## config.mk

```make
export PLATFORM = sky130hd
export DESIGN_NAME = waveform_player_mc
export DESIGN_NICKNAME = d
export VERILOG_FILES = /design/src/rtl/waveform_player_mc.sv
export SDC_FILE = /design/constraint.sdc
export NUM_CORES = 1
export LEC_CHECK = 0
export ABC_CLOCK_PERIOD_IN_PS = 4100
export CORE_MARGIN = 5
export CORE_UTILIZATION = 40
export DETAILED_ROUTE_END_ITERATION = 6
export GPL_TIMING_DRIVEN = 0
export MAX_ROUTING_LAYER = met4
export RECOVER_POWER = 25
export SLEW_MARGIN = 20
export SYNTH_ARGS = -nofsm -noshare
export SYNTH_HDL_FRONTEND = slang
export SYNTH_SLANG_ARGS = --single-unit
```

## constraint.sdc

```tcl
create_clock -name clock -period 4.1 [get_ports clock]
set_clock_uncertainty 0.2 [all_clocks]
set_input_delay 0.615 -clock clock [delete_from_list [all_inputs] [get_ports clock]]
set_output_delay 0.615 -clock clock [all_outputs]
set_load 0.05 [all_outputs]
```

## src/rtl/waveform_player_mc.sv

```systemverilog
// Multi-channel PCM player: prefetches interleaved samples from an Avalon-MM SDRAM
// controller and presents one frame at a time on per-channel ready/valid sinks.
module waveform_player_mc #(
   parameter int unsigned NUM_CHANNELS = 2,
   parameter int unsigned SAMPLE_WIDTH = 16,
   parameter int unsigned ADDR_WIDTH   = 26,
   parameter int unsigned FIFO_DEPTH   = 8
) (
   input  logic                                 clock,
   input  logic                                 reset_n,
   input  logic [1:0]                           address,
   input  logic                                 write,
   input  logic [31:0]                          writedata,
   input  logic                                 read,
   output logic [31:0]                          readdata,
   input  logic [NUM_CHANNELS-1:0]              audio_ready,
   output logic [NUM_CHANNELS-1:0]              audio_valid,
   output logic [NUM_CHANNELS*SAMPLE_WIDTH-1:0] audio_data,
   output logic [ADDR_WIDTH-1:0]                sdram_addr,
   output logic [SAMPLE_WIDTH/8-1:0]            sdram_byteenable_n,
   output logic                                 sdram_chipselect,
   output logic [SAMPLE_WIDTH-1:0]              sdram_writedata,
   output logic                                 sdram_read_n,
   output logic                                 sdram_write_n,
   input  logic [SAMPLE_WIDTH-1:0]              sdram_readdata,
   input  logic                                 sdram_readdata_valid,
   input  logic                                 sdram_waitrequest
);

   localparam int unsigned AW = $clog2(FIFO_DEPTH);
   localparam int unsigned CW = AW + 1;
   localparam int unsigned TW = 34 + $clog2(NUM_CHANNELS);

   typedef enum logic [1:0] {IDLE, FETCH, DRAIN, FLUSH} state_t;

   state_t                  state, next_state;
   logic [31:0]             max_index, base;
   logic [1:0]              ctrl;
   logic                    done, underrun, frame_seen;
   logic [ADDR_WIDTH-1:0]   base_l;
   logic [TW-1:0]           total_l, ptr;
   logic [CW-1:0]           outstanding, fifo_count;
   logic [AW-1:0]           wr_ptr, rd_ptr;
   logic [SAMPLE_WIDTH-1:0] mem [FIFO_DEPTH];

   logic ctrl_wr, start, stop, accept, last_word, can_issue, ret, push, pop, running, busy;

   assign ctrl_wr   = write && (address == 2'd1);
   assign running   = (state == FETCH) || (state == DRAIN);
   assign start     = ctrl_wr && writedata[0] && (state == IDLE);
   assign stop      = ctrl_wr && !writedata[0] && running;
   assign accept    = !sdram_read_n && !sdram_waitrequest;
   assign last_word = (ptr + TW'(1)) == total_l;
   assign can_issue = ((CW+1)'(fifo_count) + (CW+1)'(outstanding) < (CW+1)'(FIFO_DEPTH))
                      && (ptr < total_l);
   assign ret       = sdram_readdata_valid && (outstanding != '0);
   assign push      = ret && running;
   assign pop       = running && (audio_valid == '0) && (fifo_count >= CW'(NUM_CHANNELS));
   assign busy      = state != IDLE;

   assign sdram_byteenable_n = '0;
   assign sdram_writedata    = '0;
   assign sdram_write_n      = 1'b1;

   always_ff @(posedge clock or negedge reset_n) begin
      if (!reset_n) state <= IDLE;
      else          state <= next_state;
   end

   always_comb begin
      next_state = state;
      case (state)
         IDLE:  if (start) next_state = FETCH;
         FETCH: begin
            if (stop) next_state = FLUSH;
            else if (accept && last_word && !ctrl[1]) next_state = DRAIN;
         end
         DRAIN: begin
            if (stop) next_state = FLUSH;
            else if (outstanding == '0 && fifo_count == '0 && audio_valid == '0)
               next_state = IDLE;
         end
         FLUSH: if (outstanding == '0 && sdram_read_n) next_state = IDLE;
         default: next_state = IDLE;
      endcase
   end

   // Sample storage has no reset; occupancy is tracked by the pointers below.
   always_ff @(posedge clock) begin
      if (push) mem[wr_ptr] <= sdram_readdata;
   end

   always_ff @(posedge clock or negedge reset_n) begin
      if (!reset_n) begin
         max_index        <= '0;
         base             <= '0;
         ctrl             <= '0;
         done             <= 1'b0;
         underrun         <= 1'b0;
         frame_seen       <= 1'b0;
         readdata         <= '0;
         base_l           <= '0;
         total_l          <= '0;
         ptr              <= '0;
         outstanding      <= '0;
         fifo_count       <= '0;
         wr_ptr           <= '0;
         rd_ptr           <= '0;
         audio_valid      <= '0;
         audio_data       <= '0;
         sdram_addr       <= '0;
         sdram_chipselect <= 1'b0;
         sdram_read_n     <= 1'b1;
      end else begin
         if (write) begin
            case (address)
               2'd0:    max_index <= writedata;
               2'd1:    ctrl      <= writedata[1:0];
               2'd2:    base      <= writedata;
               default: ;
            endcase
         end
         if (read) begin
            case (address)
               2'd0:    readdata <= max_index;
               2'd1:    readdata <= {30'd0, ctrl};
               2'd2:    readdata <= base;
               default: readdata <= {16'd0, 8'(fifo_count), 5'd0, underrun, done, busy};
            endcase
         end
         if (start) begin
            base_l     <= ADDR_WIDTH'(base);
            total_l    <= TW'((TW'(max_index) + TW'(1)) * TW'(NUM_CHANNELS));
            ptr        <= '0;
            done       <= 1'b0;
            underrun   <= 1'b0;
            frame_seen <= 1'b0;
         end
         if (state == DRAIN && next_state == IDLE) begin
            done    <= 1'b1;
            ctrl[0] <= 1'b0;
         end

         // A presented request is held until accepted, even once stopping.
         if (!sdram_read_n) begin
            if (!sdram_waitrequest) begin
               sdram_read_n     <= 1'b1;
               sdram_chipselect <= 1'b0;
               ptr              <= (last_word && ctrl[1]) ? '0 : ptr + TW'(1);
            end
         end else if (state == FETCH && !stop && can_issue) begin
            sdram_read_n     <= 1'b0;
            sdram_chipselect <= 1'b1;
            sdram_addr       <= base_l + ADDR_WIDTH'(ptr);
         end
         outstanding <= outstanding + CW'(accept) - CW'(ret);

         if (state == FLUSH) begin
            wr_ptr     <= '0;
            rd_ptr     <= '0;
            fifo_count <= '0;
         end else begin
            if (push) wr_ptr <= wr_ptr + AW'(1);
            if (pop)  rd_ptr <= rd_ptr + AW'(NUM_CHANNELS);
            fifo_count <= fifo_count + CW'(push) - (pop ? CW'(NUM_CHANNELS) : CW'(0));
         end

         if (!running) begin
            audio_valid <= '0;
         end else if (pop) begin
            for (int c = 0; c < NUM_CHANNELS; c++)
               audio_data[c*SAMPLE_WIDTH +: SAMPLE_WIDTH] <= mem[AW'(rd_ptr + AW'(c))];
            audio_valid <= '1;
            frame_seen  <= 1'b1;
         end else begin
            audio_valid <= audio_valid & ~audio_ready;
         end

         if (state == FETCH && audio_valid == '0 && (|audio_ready)
             && fifo_count < CW'(NUM_CHANNELS) && frame_seen)
            underrun <= 1'b1;
      end
   end

`ifndef SYNTHESIS
   fifo_no_overflow: assert property (@(posedge clock) disable iff (!reset_n)
      !(push && fifo_count == CW'(FIFO_DEPTH)));
`endif

endmodule

```

==> results.cfg <==
[status]
status = finished, violations left
violations = capacitance limit, slew limit

[critical_path]
required_ns = 4.34
critical_path.max_fanout = 10
start_kind = flip-flop
critPathArrivalTime_ns = 4.26
endpoint_kind = flip-flop
crit_type = reg -> reg

[global_route]
grt_max_degree = 78
antenna_found_initial = 4
overflow = 0
grt_pass1_wl_um = 88000
grt_pass1_vias = 14254
grt_util_all_layers_pct = 21.7

[timing]
relSlewSlack_pct = -72.0
setup_viol = 0
hold_viol = 0
max_freq_mhz = 249
period_needed_ns = 4.02
tightest_slew_ns = 2.58
fin_ws_ns = 0.0777
post-route-period-util_pct = 98.1
slew_violations = 47

[synthesis]
synth_common_cells = dfrtp_1, nand2_1, edfxtp_1
synth_area_um2 = 19800
ys.flop_type = dfrtp_1
ys_ff_latch = 400
synth.distinct_cells = 76
ys_seq_area_share_pct = 53.7
async_flop_share_pct = 68.0
yosys_warnings = 0
synth_most_common_cell = dfrtp_1
avgSynthCellArea_um2 = 11.5
synth_top_area_share_pct = 34.2
synth.area.top_cells = dfrtp_1, edfxtp_1, mux2_2
yosysTopAreaCell = dfrtp_1
syn_inst = 1723
synth-edff-count = 128

[pwr]
irDropWorstVdd_uv = 512
power.density_nw_per_um2 = 681
leakagePower_nw = 10.1

[clock_tree]
clock_latency_ns = 0.59
cts_tree = built
clk_pin_slew_ns = 0.06
clock_path_buffers = 3
clock-sinks = 400
cts-root-buf = clkbuf_16
cts_made_buffers = 45
ctsHtreeMaxLevel = 2

[floorplanning]
core_um2 = 49100
ios = 171
rows = 81
die_w_um = 233
start_util_pct = 40.4
die-area_um2 = 54100
die_height_um = 233

[finish]
area_delta_synth_final_pct = 22.0
layout.nets = 2095
instances_no_fill = 2657
drive_above_1_share_pct = 15.3

[routing]
ant_nets = 0
drcViolationCount = 0
wl_um = 57300
drtIter0Drc = 1117
viasPerCell = 5.38
routed-via-count = 14305
first_pass_iters = 5
wl_per_cell_um = 21.6

[min_path]
hold_path.class = reg -> reg

[job]
cap_violations = 1

[placement]
place_ws_ns = -0.391
place_congestion = 0.917
placedCellCount = 2564
port_buffers = 150
post-dp-hpwl_um = 43000
placed cells by master, fill, tap and decap left out, types with 10 or more instances in the layout:
cell / Yosys / layout
o21ai_0: 79 / 79
nand2_1: 212 / 212
xor2_1: 56 / 56
mux4_2: 34 / 34
xnor2_1: 48 / 48
nand3_1: 34 / 33
clkdlybuf4s50_1: 0 / 133
inv_1: 97 / 97
and3_1: 29 / 29
a21o_1: 17 / 17
nor3_1: 15 / 12
conb_1: 2 / 19
edfxtp_1: 128 / 128
mux2_2: 108 / 108
nand4_1: 27 / 27
nor2_1: 71 / 65
nand2b_1: 10 / 10
dfrtp_1: 271 / 269
buf_4: 20 / 35
dlygate4sd3_1: 0 / 17
a31oi_1: 24 / 24
mux2i_1: 31 / 31
o22ai_1: 26 / 26
a21oi_1: 60 / 59
clkbuf_1: 60 / 63
ha_1: 78 / 77
clkbuf_16: 0 / 45
per-layer routing:
| layer | global-route usage [%] | part of all wire [%] |
|---|---|---|
| met1 | 31.2 | 46 |
| met2 | 33.4 | 47 |
| met3 | 3.22 | 5.6 |
| met4 | 4.08 | 1.3 |
| met5 | - | 0 |
stage by stage:
step                utilization, %  hold WS, ns  total power, mW  cell area [um^2]  TNS [ns]
finish                        49.3        0.273             16.5             24200         0
global route                  49.3        0.302             17.4             24200   -0.0343
CTS                           49.1        0.281             16.6             24100         0
detailed placement            45.8        0.265             12.3             22400    -12.69
global placement              45.3        0.261             12.1             22200  -2736.97
floorplan                        -        0.119             9.96             19900         0
critical path: stages (launching register included):
cell and delay (ns):
dfrtp_2 0.43, ha_2 0.26, nand4_1 0.20, or4_1 0.52
clkbuf_4 0.23, nor3_4 0.22, mux2i_1 0.12, or4_4 0.58
nor4b_4 0.29, a21oi_2 0.14, clkbuf_4 0.23, clkbuf_4 0.24
a22o_1 0.24
power breakdown:
part / switching (mW) / internal [mW] / total [mW]
registers: 1.04 / 5.11 / 6.15
logic: 3.65 / 2.49 / 6.14
clock network: 1.70 / 2.51 / 4.21
cell type report:
class / instances / area, um^2
buffer: 102 / 517
multi-input combinational: 1138 / 8530
inverter: 98 / 368
clock buffer: 57 / 1220
tap: 664 / 831
antenna: 3 / 7.51
timing repair buffer: 172 / 1740
sequential: 400 / 10700
clock inverter: 23 / 329
fill: 4413 / 24800
state kept, by name, summed over array words and instances (netlist names), 32 cells and up:
| signal | flops |
|---|---|
| audio_data | 32 |
| base | 32 |
| max_index | 32 |
| mem | 128 |
| ptr | 35 |
| readdata | 32 |
| total_l | 33 |
repair_timing:
action | CTS | global route
endpoints found under the setup margin | 44 | 34
pin swaps | 0 | 4
hold buffers | 1 | 0
hold endpoints to repair | 45 | 0
buffers inserted | 0 | 11
gates resized for setup | 14 | 24
path summary, 6_finish.rpt:
path                                from             end  slack (ns)  cells after the start
max in group asynchronous        reset_n    readdata[14]        0.60                      3
setup / recovery                  ptr[0]         ptr[29]        0.08                     12
hold reg to reg            sdram_addr[0]   sdram_addr[0]        0.27                      2
min in group asynchronous        reset_n  sdram_addr[15]        1.38                      2
setup reg to reg                  ptr[0]         ptr[29]        0.08                     12
hold / removal             sdram_addr[0]   sdram_addr[0]        0.27                      2
logic make-up after synthesis:
| logic type | count (synthesis) | synth area share [%] |
|---|---|---|
| AND/OR/NAND/NOR | 464 | 11.2 |
| flip-flops | 400 | 53.7 |
| AO/OA/AOI/OAI | 298 | 9.44 |
| buffers and inverters | 202 | 4.34 |
| multiplexers | 173 | 11.6 |
| XOR/XNOR | 104 | 4.59 |
| adder cells (fa/ha/maj) | 80 | 5.12 |
| other | 2 | 0.0379 |
Note: power is estimated with default switching activity, not from simulation.
==> patch, RTL diff (same flow settings) <==
The parameter `NUM_CHANNELS` goes from 2 to 1.
--- a/src/rtl/waveform_player_mc.sv
+++ b/src/rtl/waveform_player_mc.sv
@@ -1,7 +1,7 @@
 // Multi-channel PCM player: prefetches interleaved samples from an Avalon-MM SDRAM
 // controller and presents one frame at a time on per-channel ready/valid sinks.
 module waveform_player_mc #(
-   parameter int unsigned NUM_CHANNELS = 2,
+   parameter int unsigned NUM_CHANNELS = 1,
    parameter int unsigned SAMPLE_WIDTH = 16,
    parameter int unsigned ADDR_WIDTH   = 26,
    parameter int unsigned FIFO_DEPTH   = 8
Ports: changed (resized audio_data, audio_ready and audio_valid); port bits go from 171 to 153. The function was not compared with the original's and may differ.
==> patch against the unedited design <==
  * The run still ends with capacitance limit, slew limit left
  * Sequential cell count is 17 lower
  * First-iteration DRC count decreased by 21%
  * Design area decreased by 3.9%
  * Worst setup slack improved by 170 ps
  * Critical endpoint is now ptr[25]$_DFF_PN0_
  * Critical path depth stayed put
  * Utilization shrank 0.64 points
  * Routed wire length is 8.2% lower
  * Non-clock buffer count fell by 34
  * Total power fell by 7.6%
  * Synthesized area is 2.5% lower
==> patch: results (changes against the unedited design) <==
| Metric | Value |
|---|---|
| Hold Path Origin | sdram_chipselect$_DFFE_PN0P_ |
| Slew Limit Fails | 38 (-19%) |
| Violated checks | capacitance limit, slew limit |
| Seq pwr | 5.69 mW (-7.5%) |
| CLK BUF | 55 (-3.5%) |
| CP endpoint | ptr[25]$_DFF_PN0_ |
| Initial antenna violation count | 2 (-2) |
| Commonest cells post-synth | dfrtp_1 (254), edfxtp_1 (128), mux2_2 (112) |
| Area of placed instances | 21700 sq um (-3.1%) |
| Post-synthesis mux area share | 13.8% (+2.2 points) |
| Fin Hold WS | 283 ps (+9.74 ps) |
| Number of fill cells | 4214 (-4.5%) |
| Internal | 9.56 mW (-5.4%) |
| Top cells by area, synth | dfrtp_1 (33%), edfxtp_1 (20%), mux2_2 (6.5%), ha_1 (5.2%), mux4_2 (4.0%) |
| Max Cap Viol | 1 (unchanged) |
| Worst Hold Depth | 1 (-1) |
| Via count | 13470 (-5.8%) |
| Signal buffers | 240 (-12%) |
| Final Wtd Congestion | 0.892 (-2.8%) |
| Asr flop ratio synth | 66.6% (-1.4 points) |
| Compound-Gate Fraction of Synth Area | 8.96% (-0.49 points) |
| Hold endpoint | sdram_chipselect$_DFFE_PN0P_ |
| Inverters | 94 (-4.1%) |
| Final WL | 52.6 mm (-8.2%) |
| Slowest CP cell | dfrtp_1 |
| PnR Total Power | 15.2 mW (-7.6%) |
| Outcome | finished, violations left |
| First-pass GRT wire length | 81.9 mm (-6.9%) |
| Pwr dens | 656 nW/um^2 (-3.8%) |
| Top Registers | mem (128), ptr (34), total_l (33) |
| CTS Buf Count | 43 (-4.4%) |
| Vias in the first global route | 13690 (-4.0%) |
| Largest net degree at the start of global routing | 90 (+15%) |
| Worst relative slew slack | -64.6% (+7.4 points) |
| Core area | 47700 sq um (-2.7%) |
| Post-place setup slack | -935 ps (-544 ps) |
| Leak Pwr | 9.66 nW (-4.0%) |
| Post-synthesis register bit count | 383 (-4.3%) |
| GRT Total Usage | 20.3% (-1.4 points) |
| Clk tree area frac | 6.37% (-0.034 points) |
| Non-clock buffer area fraction after layout | 8.54% (-0.79 points) |
| Sequential share of cell area | 44.0% (about the same) |
| Initial DRC count | 878 (-21%) |
| Worst ir drop on vdd | 0.501 mV (-2.1%) |
| Non-Filler Instances | 2486 (-6.4%) |
| Area of the multi-input gates | 8430 sq um (-1.2%) |
| Mapped Avg Cell Area | 11.9 sq um (+3.4%) |
| Final net count | 1974 (-5.8%) |
| Number of multi-input combinational cells | 1072 (-5.8%) |
-- patch: cell types whose count changed after synthesis, sizes merged, moves of 15 or more --
cell	change
nand2	-105
mux2i	+33
a21oi	+32
o21ai	-27
nor2	+23
dfrtp	-17
clkbuf	-16
a31oi	-15
-- patch: timing repair --
item,CTS,global route
setup buffers,0,0
setup endpoints to repair,52,35
hold buffers,1,0
hold endpoints to repair,37,0
resized for setup,3,4
-- patch: cell families (layout without fill, tap and decap cells) --
kind of cell,after synthesis,after routing
xor gates and xnor gates,102,102
DFF,383,383
muxes,210,210
and+or+nand+nor,381,381
adders and majority gates,83,83
other,2,22
AOI/OAI and AO/OA,277,277
buffers and inverters,188,413
-- patch: per-layer routing --
metal | vias up | global-route usage [%] | wire (microns)
met5 | - | - | 0
met4 | 0 | 6.11 | 1550
met3 | 85 | 3.61 | 2640
met2 | 331 | 31.9 | 25000
met1 | 6736 | 27.3 | 23500
li1 | 6318 | - | -
